<file path="src/rtl/accel_spi_reader.sv">
// Periodic SPI mode-0 reader for a 12-bit X/Y accelerometer (6-byte burst read per sample).
// Define ACCEL_INIT_EN to send a POWER_CTL measurement-mode write as the first frame after reset.
module accel_spi_reader #(
    parameter int CLK_DIV    = 50,
    parameter int SAMPLE_DIV = 1000000
) (
    input  logic        clk,
    input  logic        reset,
    input  logic        MISO,
    output logic        SS,
    output logic        SCLK,
    output logic        MOSI,
    output logic [11:0] accel_x,
    output logic [11:0] accel_y,
    output logic        valid,
    output logic        busy
);
    localparam int DIV_W = (CLK_DIV > 1) ? $clog2(CLK_DIV) : 1;
    localparam int SMP_W = (SAMPLE_DIV > 1) ? $clog2(SAMPLE_DIV) : 1;
    localparam logic [DIV_W-1:0] DIV_LAST = DIV_W'(CLK_DIV - 1);
    localparam logic [SMP_W-1:0] SMP_LAST = SMP_W'(SAMPLE_DIV - 1);
    localparam logic [47:0] READ_FRAME  = {8'h0B, 8'h0E, 32'h0};
    localparam logic [47:0] WRITE_FRAME = {8'h0A, 8'h2D, 8'h02, 24'h0};
`ifdef ACCEL_INIT_EN
    localparam logic INIT_EN = 1'b1;
`else
    localparam logic INIT_EN = 1'b0;
`endif

    typedef enum logic [2:0] {IDLE, SETUP, SHIFT, HOLD, GAP} state_t;

    state_t           state_q, state_d;
    logic [DIV_W-1:0] div_q, div_d;
    logic [SMP_W-1:0] smp_q, smp_d;
    logic [5:0]       bit_q, bit_d;
    logic [47:0]      tx_q, tx_d;
    logic [31:0]      rx_q, rx_d;
    logic             pend_q, pend_d;
    logic             init_q, init_d;
    logic             wr_q, wr_d;
    logic             ss_q, ss_d;
    logic             sclk_q, sclk_d;
    logic             valid_q, valid_d;
    logic             busy_q, busy_d;
    logic [11:0]      ax_q, ax_d;
    logic [11:0]      ay_q, ay_d;
    logic             req;
    logic             div_done;
    logic [5:0]       last_bit;

    assign req      = (smp_q == SMP_LAST);
    assign div_done = (div_q == DIV_LAST);
    assign last_bit = wr_q ? 6'd23 : 6'd47;

    always_comb begin
        state_d = state_q;
        div_d   = div_q;
        smp_d   = req ? '0 : smp_q + 1'b1;
        bit_d   = bit_q;
        tx_d    = tx_q;
        rx_d    = rx_q;
        pend_d  = pend_q;
        init_d  = init_q;
        wr_d    = wr_q;
        ss_d    = ss_q;
        sclk_d  = sclk_q;
        valid_d = 1'b0;
        busy_d  = busy_q;
        ax_d    = ax_q;
        ay_d    = ay_q;
        if (state_q != IDLE) begin
            div_d = div_done ? '0 : div_q + 1'b1;
            if (req) pend_d = 1'b1;
        end
        unique case (state_q)
            IDLE: begin
                if (init_q || req || pend_q) begin
                    state_d = SETUP;
                    ss_d    = 1'b0;
                    busy_d  = 1'b1;
                    div_d   = '0;
                    bit_d   = '0;
                    wr_d    = init_q;
                    init_d  = 1'b0;
                    tx_d    = init_q ? WRITE_FRAME : READ_FRAME;
                    // A sample request that coincides with the init write must still be served.
                    pend_d  = init_q && (req || pend_q);
                end
            end
            SETUP: begin
                if (div_done) state_d = SHIFT;
            end
            SHIFT: begin
                if (div_done) begin
                    sclk_d = ~sclk_q;
                    if (!sclk_q) begin
                        rx_d = {rx_q[30:0], MISO};
                    end else begin
                        tx_d  = {tx_q[46:0], 1'b0};
                        bit_d = bit_q + 1'b1;
                        if (bit_q == last_bit) state_d = HOLD;
                    end
                end
            end
            HOLD: begin
                if (div_done) begin
                    state_d = GAP;
                    ss_d    = 1'b1;
                    if (!wr_q) begin
                        valid_d = 1'b1;
                        ax_d    = {rx_q[19:16], rx_q[31:24]};
                        ay_d    = {rx_q[3:0], rx_q[15:8]};
                    end
                end
            end
            GAP: begin
                if (div_done) begin
                    state_d = IDLE;
                    busy_d  = 1'b0;
                end
            end
            default: state_d = IDLE;
        endcase
    end

    always_ff @(posedge clk) begin
        if (!reset) begin
            state_q <= IDLE;
            div_q   <= '0;
            smp_q   <= '0;
            bit_q   <= '0;
            tx_q    <= '0;
            rx_q    <= '0;
            pend_q  <= 1'b0;
            init_q  <= INIT_EN;
            wr_q    <= 1'b0;
            ss_q    <= 1'b1;
            sclk_q  <= 1'b0;
            valid_q <= 1'b0;
            busy_q  <= 1'b0;
            ax_q    <= '0;
            ay_q    <= '0;
        end else begin
            state_q <= state_d;
            div_q   <= div_d;
            smp_q   <= smp_d;
            bit_q   <= bit_d;
            tx_q    <= tx_d;
            rx_q    <= rx_d;
            pend_q  <= pend_d;
            init_q  <= init_d;
            wr_q    <= wr_d;
            ss_q    <= ss_d;
            sclk_q  <= sclk_d;
            valid_q <= valid_d;
            busy_q  <= busy_d;
            ax_q    <= ax_d;
            ay_q    <= ay_d;
        end
    end

    // MOSI is the head of the transmit shift register, so it only moves when the register shifts.
    assign SS      = ss_q;
    assign SCLK    = sclk_q;
    assign MOSI    = tx_q[47];
    assign accel_x = ax_q;
    assign accel_y = ay_q;
    assign valid   = valid_q;
    assign busy    = busy_q;
endmodule

</file>
<file path="config.mk">
export PLATFORM = sky130hd
export DESIGN_NAME = accel_spi_reader
export DESIGN_NICKNAME = d
export VERILOG_FILES = /design/src/rtl/accel_spi_reader.sv
export SDC_FILE = /design/constraint.sdc
export NUM_CORES = 1
export LEC_CHECK = 0
export CORE_ASPECT_RATIO = 1.75
export CORE_MARGIN = 5
export CORE_UTILIZATION = 45
export DETAILED_ROUTE_END_ITERATION = 10
export HOLD_SLACK_MARGIN = 0.15
export PLACE_DENSITY = 0.69
export REMOVE_ABC_BUFFERS = 1
export SLEW_MARGIN = 20
export SYNTH_ARGS = -nofsm -noshare
export SYNTH_HDL_FRONTEND = slang
export SYNTH_SLANG_ARGS = --single-unit
</file>
<file path="constraint.sdc">
create_clock -name clk -period 2.3 [get_ports clk]
set_clock_uncertainty 0.05 [all_clocks]
set_input_delay 0.345 -clock clk [delete_from_list [all_inputs] [get_ports clk]]
set_output_delay 0.345 -clock clk [all_outputs]
set_load 0.05 [all_outputs]
</file>
* Word-level counts from Yosys, hierarchy flattened
Index checks and enable logic that the tools add are counted.
Word-level totals: register bits after elaboration 144, bits of input ports 3, output and inout port bits 29, logic and storage cells 77
Cells by class: $add $sub $neg 3, eq/ne operators 14, mux-type cells 30, bitwise operators 2, reductions and logical operators 15
Operators by type and width (count):
- $mux 48 | 3
- $pmux 48 s2 | 1
- $mux 6 | 7
- $mux 3 | 7
- $add 20x1->20 const B | 1
- $eq 20x20->1 const B | 1
- $pmux 3 s5 | 1
- $ne 2x2->1 const B | 7
- $add 6x1->6 const B | 2
- $eq 6x6->1 const B | 2
- $pmux 6 s2 | 1
- $reduce_and 3->1 | 4
- $mux 1 | 8
- $reduce_and 7->1 | 1
- $eq 3x2->1 const B | 2
- $reduce_bool 2->1 | 3
- $pmux 1 s2 | 2
- $reduce_and 2->1 | 2
- $reduce_and 4->1 | 1
- $eq 3x1->1 const B | 1
- $eq 3x3->1 const B | 1
- $logic_not 3->1 | 1
- $reduce_bool 3->1 | 1
- $not 1->1 | 2
- 2 further kinds | 2

* Depth between registers and ports, before layout
depth in word-level cells 5, depth in mapped cells 9, mapped depth without buffers 6

* Worst setup path before layout
No wires, ideal clock.
path kind register to register, from register div_q[0], to register ay_q[10] (netlist: accel_y[10]), setup time 128 ps, arrival 1729 ps, setup slack 394 ps, stages on the path, launching flop included 9, path buffers 3, clock period less this slack 1906 ps, cell sequence dfxtp_1 ha_1 nand4b_1 buf_2 nor3_1 buf_2 buf_4 mux2i_1 nor2_1
Between the ends: cells in the longest elaborated chain, start to end 2
RTL lines:
- start: declaration | RTL line 33 | logic [DIV_W-1:0] div_q, div_d;
- start signal: assignment | RTL line 145 | div_q <= div_d;
- $eq 6x6->1 | RTL line 52 | assign div_done = (div_q == DIV_LAST);
- $reduce_and 2->1 (no line)
- end signal: assignment | RTL line 158 | ay_q <= ay_d;
- end: declaration | RTL line 46 | logic [11:0] ay_q, ay_d;
No other way between the ends. A chain may end at the register's enable or synchronous reset.

* Worst setup path in the final report
from register sclk_q (netlist: SCLK), to output SCLK
RTL lines:
- start: declaration | RTL line 42 | logic sclk_q, sclk_d;
- start signal: assignment | RTL line 154 | sclk_q <= sclk_d;
- end: declaration | RTL line 11 | output logic SCLK,
No word-level cell between the ends.

==> impl_metrics.tcl <==
set metrics [dict create \
    outcome "finished clean" \
    track_usage 0.1541 \
    drc 0 \
    synth_top_family_by_area "simple AND/OR/NAND/NOR gates" \
    worst_pin_slew_ps 702.8 \
    postRouteAntennaNets 0 \
    placed_area_sq_mm 0.005035 \
    synthMuxAreaShare 0.08474 \
    htreeDepth 3 \
    crit_arrival_ps 1710 \
    ioPinCount 32 \
    diodes 0 \
    place_ws_ps 292.5 \
    p_per_area_mw_per_mm2 683.3 \
    io_buffers 31 \
    period_needed_ps 2108 \
    synthCells 514 \
    timing.rr.end "bit_q[5]$_SDFFE_PN0P_" \
    vias 3645 \
    syn_area_sq_mm 0.004607 \
    synth_seq_area_share 0.4823 \
    yosys.area_share.simple 0.2311 \
    synthFlopType "dfxtp_1" \
    clkTransAtPathRegs_ps 70 \
    first_iter_violations 166 \
    vias_per_cell 5.448 \
    drt-pass1-iter-count 4 \
    synth_most_common_cell "dfxtp_1" \
    max-vdd-ir-drop_uv 366.8 \
    cts-resized-gates 0 \
    synth-xor-area-share 0.03042 \
    rows 49 \
    crit_family "buffers and inverters" \
    hold_violations 0 \
    hp-start "smp_q[0]$_SDFF_PP0_" \
    worstSkewPairLatency_ps 350 \
    path_cells "clkdlybuf4s50_1" \
    r2r-start "state_q[1]$_SDFFE_PN0P_" \
    fp.dieH_microns 143.9 \
    grt_pass1_vias 3599 \
    cpMaxStageDelayCell "clkdlybuf4s50_1" \
    wl_per_cell_microns 13.53 \
    setup_viol_count_final 0 \
    cts_buffers 9 \
    critPathMaxStageDelay_ps 870 \
    post_cts_buffers 0 \
    grt_pass1_wl_mm 15.74 \
    globalplace.congestion 0.7659 \
    antenna_found_initial 0 \
    slew_headroom 0.5304 \
    clock_path_buffers 2 \
    core-area_sq_mm 0.01018 \
    synth_compound_area_frac 0.1165 \
    path_buf_inv 1 \
    fin_crit_sh 0.9165 \
    yosysUniqueCellTypes 52 \
    crit_required_ps 1900 \
    min_path_cells 1 \
    yosysTopAreaCellShare 0.4823 \
    synth_fa_ha_area_frac 0.01086 \
    cp-start-kind "flop" \
    crit_type "flop to output pin" \
    rrSetupSlack_ps 260 \
    rr_worst_depth 4 \
    synth_area_leaders "dfxtp_1 (48%), mux2i_1 (8.5%), nand2_1 (7.6%)" \
    die_w_microns 86.49 \
    grt_max_degree 34 \
    start_util 0.4527 \
    setup.worst_path.end_class "output pin" \
    slew_viol_final 0 \
    rsz0062_at_grt "false" \
    holdBufCountCts 0 \
    cts_sinks 111 \
    syn_avg_cell_area_sq_um 8.963 \
    cts_root_buf "clkbuf_16" \
    yosys.area.top_type "dfxtp_1" \
    ys_ff_latch 111 \
    synthArstFlopShare 0 \
    whs_endpoint "smp_q[0]$_SDFF_PP0_" \
    cts_tree "yes" \
    synth_common_cells "dfxtp_1 (111), nand2_1 (93), nor2_1 (50)" \
    yosysWarnings 0 \
    worstPathMaxFanout 7 \
    syn2layout_area_growth_pct 16.02 \
    synth-edff-count 0 \
    timing.fmax_ghz 0.4744 \
    hold_class "flop to flop" \
    fin_ws_ps 192.1 \
    p_leak_nw 1.834 \
    dieArea_sq_mm 0.01244 \
    wl_mm 9.051 \
    maxCapViolations 0 \
    final_area_sq_mm 0.005345 \
    dp_hpwl_mm 6.317 \
    drive_above_1_share 0.09225 \
    overflow 0 \
    num-nets-final 544 \
]
## metal layers
metal / global-route usage / share of wire / wire [microns]
met5: 0 / 0 / 0
met4: 0.07143 / 0.024 / 217
met3: 0.02524 / 0.027 / 248
met2: 0.2885 / 0.53 / 4806
met1: 0.1645 / 0.42 / 3778
## flip-flops by register name (all words and copies together), names as in the netlist
name / cells
valid: 1
accel_x: 12
SCLK: 1
tx_q: 15
div_q: 6
pend_q: 1
accel_y: 12
state_q: 3
busy: 1
SS: 1
smp_q: 20
bit_q: 6
rx_q: 32
## cell families after synthesis
family                     Yosys count
muxes                               39
AOI/OAI and AO/OA                   85
buffers and inverters               40
adders and majority gates            4
DFF                                111
and+or+nand+nor                    219
xor gates and xnor gates            16
## metrics by stage
step,cells,setup TNS (ps),util,hold slack [ps],total power (W)
2_1_floorplan,481,-48090,-,367.9,0.002043
3_3_place_gp,653,0,0.4947,378.3,0.002086
3_5_place_dp,653,0,0.4947,391.8,0.002091
4_1_cts,669,0,0.5252,408.1,0.003689
5_1_grt,669,0,0.5252,424.9,0.003785
6_report,669,0,0.5252,400.7,0.003652
## power breakdown
group	internal (W)	total [W]	switching [W]
Sequential	0.00193	0.00194	0.0000144
Combinational	0.0000296	0.000101	0.0000709
Clock	0.000872	0.00161	0.000735
## cells in the final DEF (no fill, tap or decap), types with 3 or more instances in the layout
master	n
inv_1	6
nand4_1	6
inv_6	5
o32ai_1	3
nor3_2	3
a31o_2	5
nor3_1	8
a21oi_1	41
nand3_1	18
nor4_1	6
and4_1	3
o21ai_0	15
clkbuf_16	9
or3_1	5
ha_1	4
xor2_1	6
nand2_1	93
nor2_1	50
a211oi_1	4
or4_1	3
and3_1	3
xnor2_1	10
nand4b_1	5
mux2i_1	39
buf_4	12
clkdlybuf4s50_1	31
dfxtp_1	111
nand3b_1	3
## layout make-up
class / count / area, sq um
fill: 946 / 4832
sequential: 111 / 2222
multi-input combinational: 363 / 2187
timing repair buffer: 45 / 440.4
clock buffer: 9 / 225.2
tap: 127 / 158.9
clock inverter: 7 / 85.08
inverter: 7 / 26.28
## worst max path at each step
stage | cells after the start | from | to | slack, ps
global route | 7 | div_q[1]$_SDFF_PN0_ | tx_q[45]$_SDFFE_PN0P_ | 100
global placement | 4 | state_q[1]$_SDFFE_PN0P_ | bit_q[5]$_SDFFE_PN0P_ | 310
CTS | 1 | SCLK$_SDFFE_PN0P_ | SCLK | 170
finish | 1 | SCLK$_SDFFE_PN0P_ | SCLK | 190
floorplan | 5 | div_q[0]$_SDFF_PN0_ | accel_x[0]$_SDFFE_PN0P_ | -1830
detailed placement | 4 | state_q[1]$_SDFFE_PN0P_ | bit_q[5]$_SDFFE_PN0P_ | 290
No activity file was read; power rests on OpenSTA's default activity.
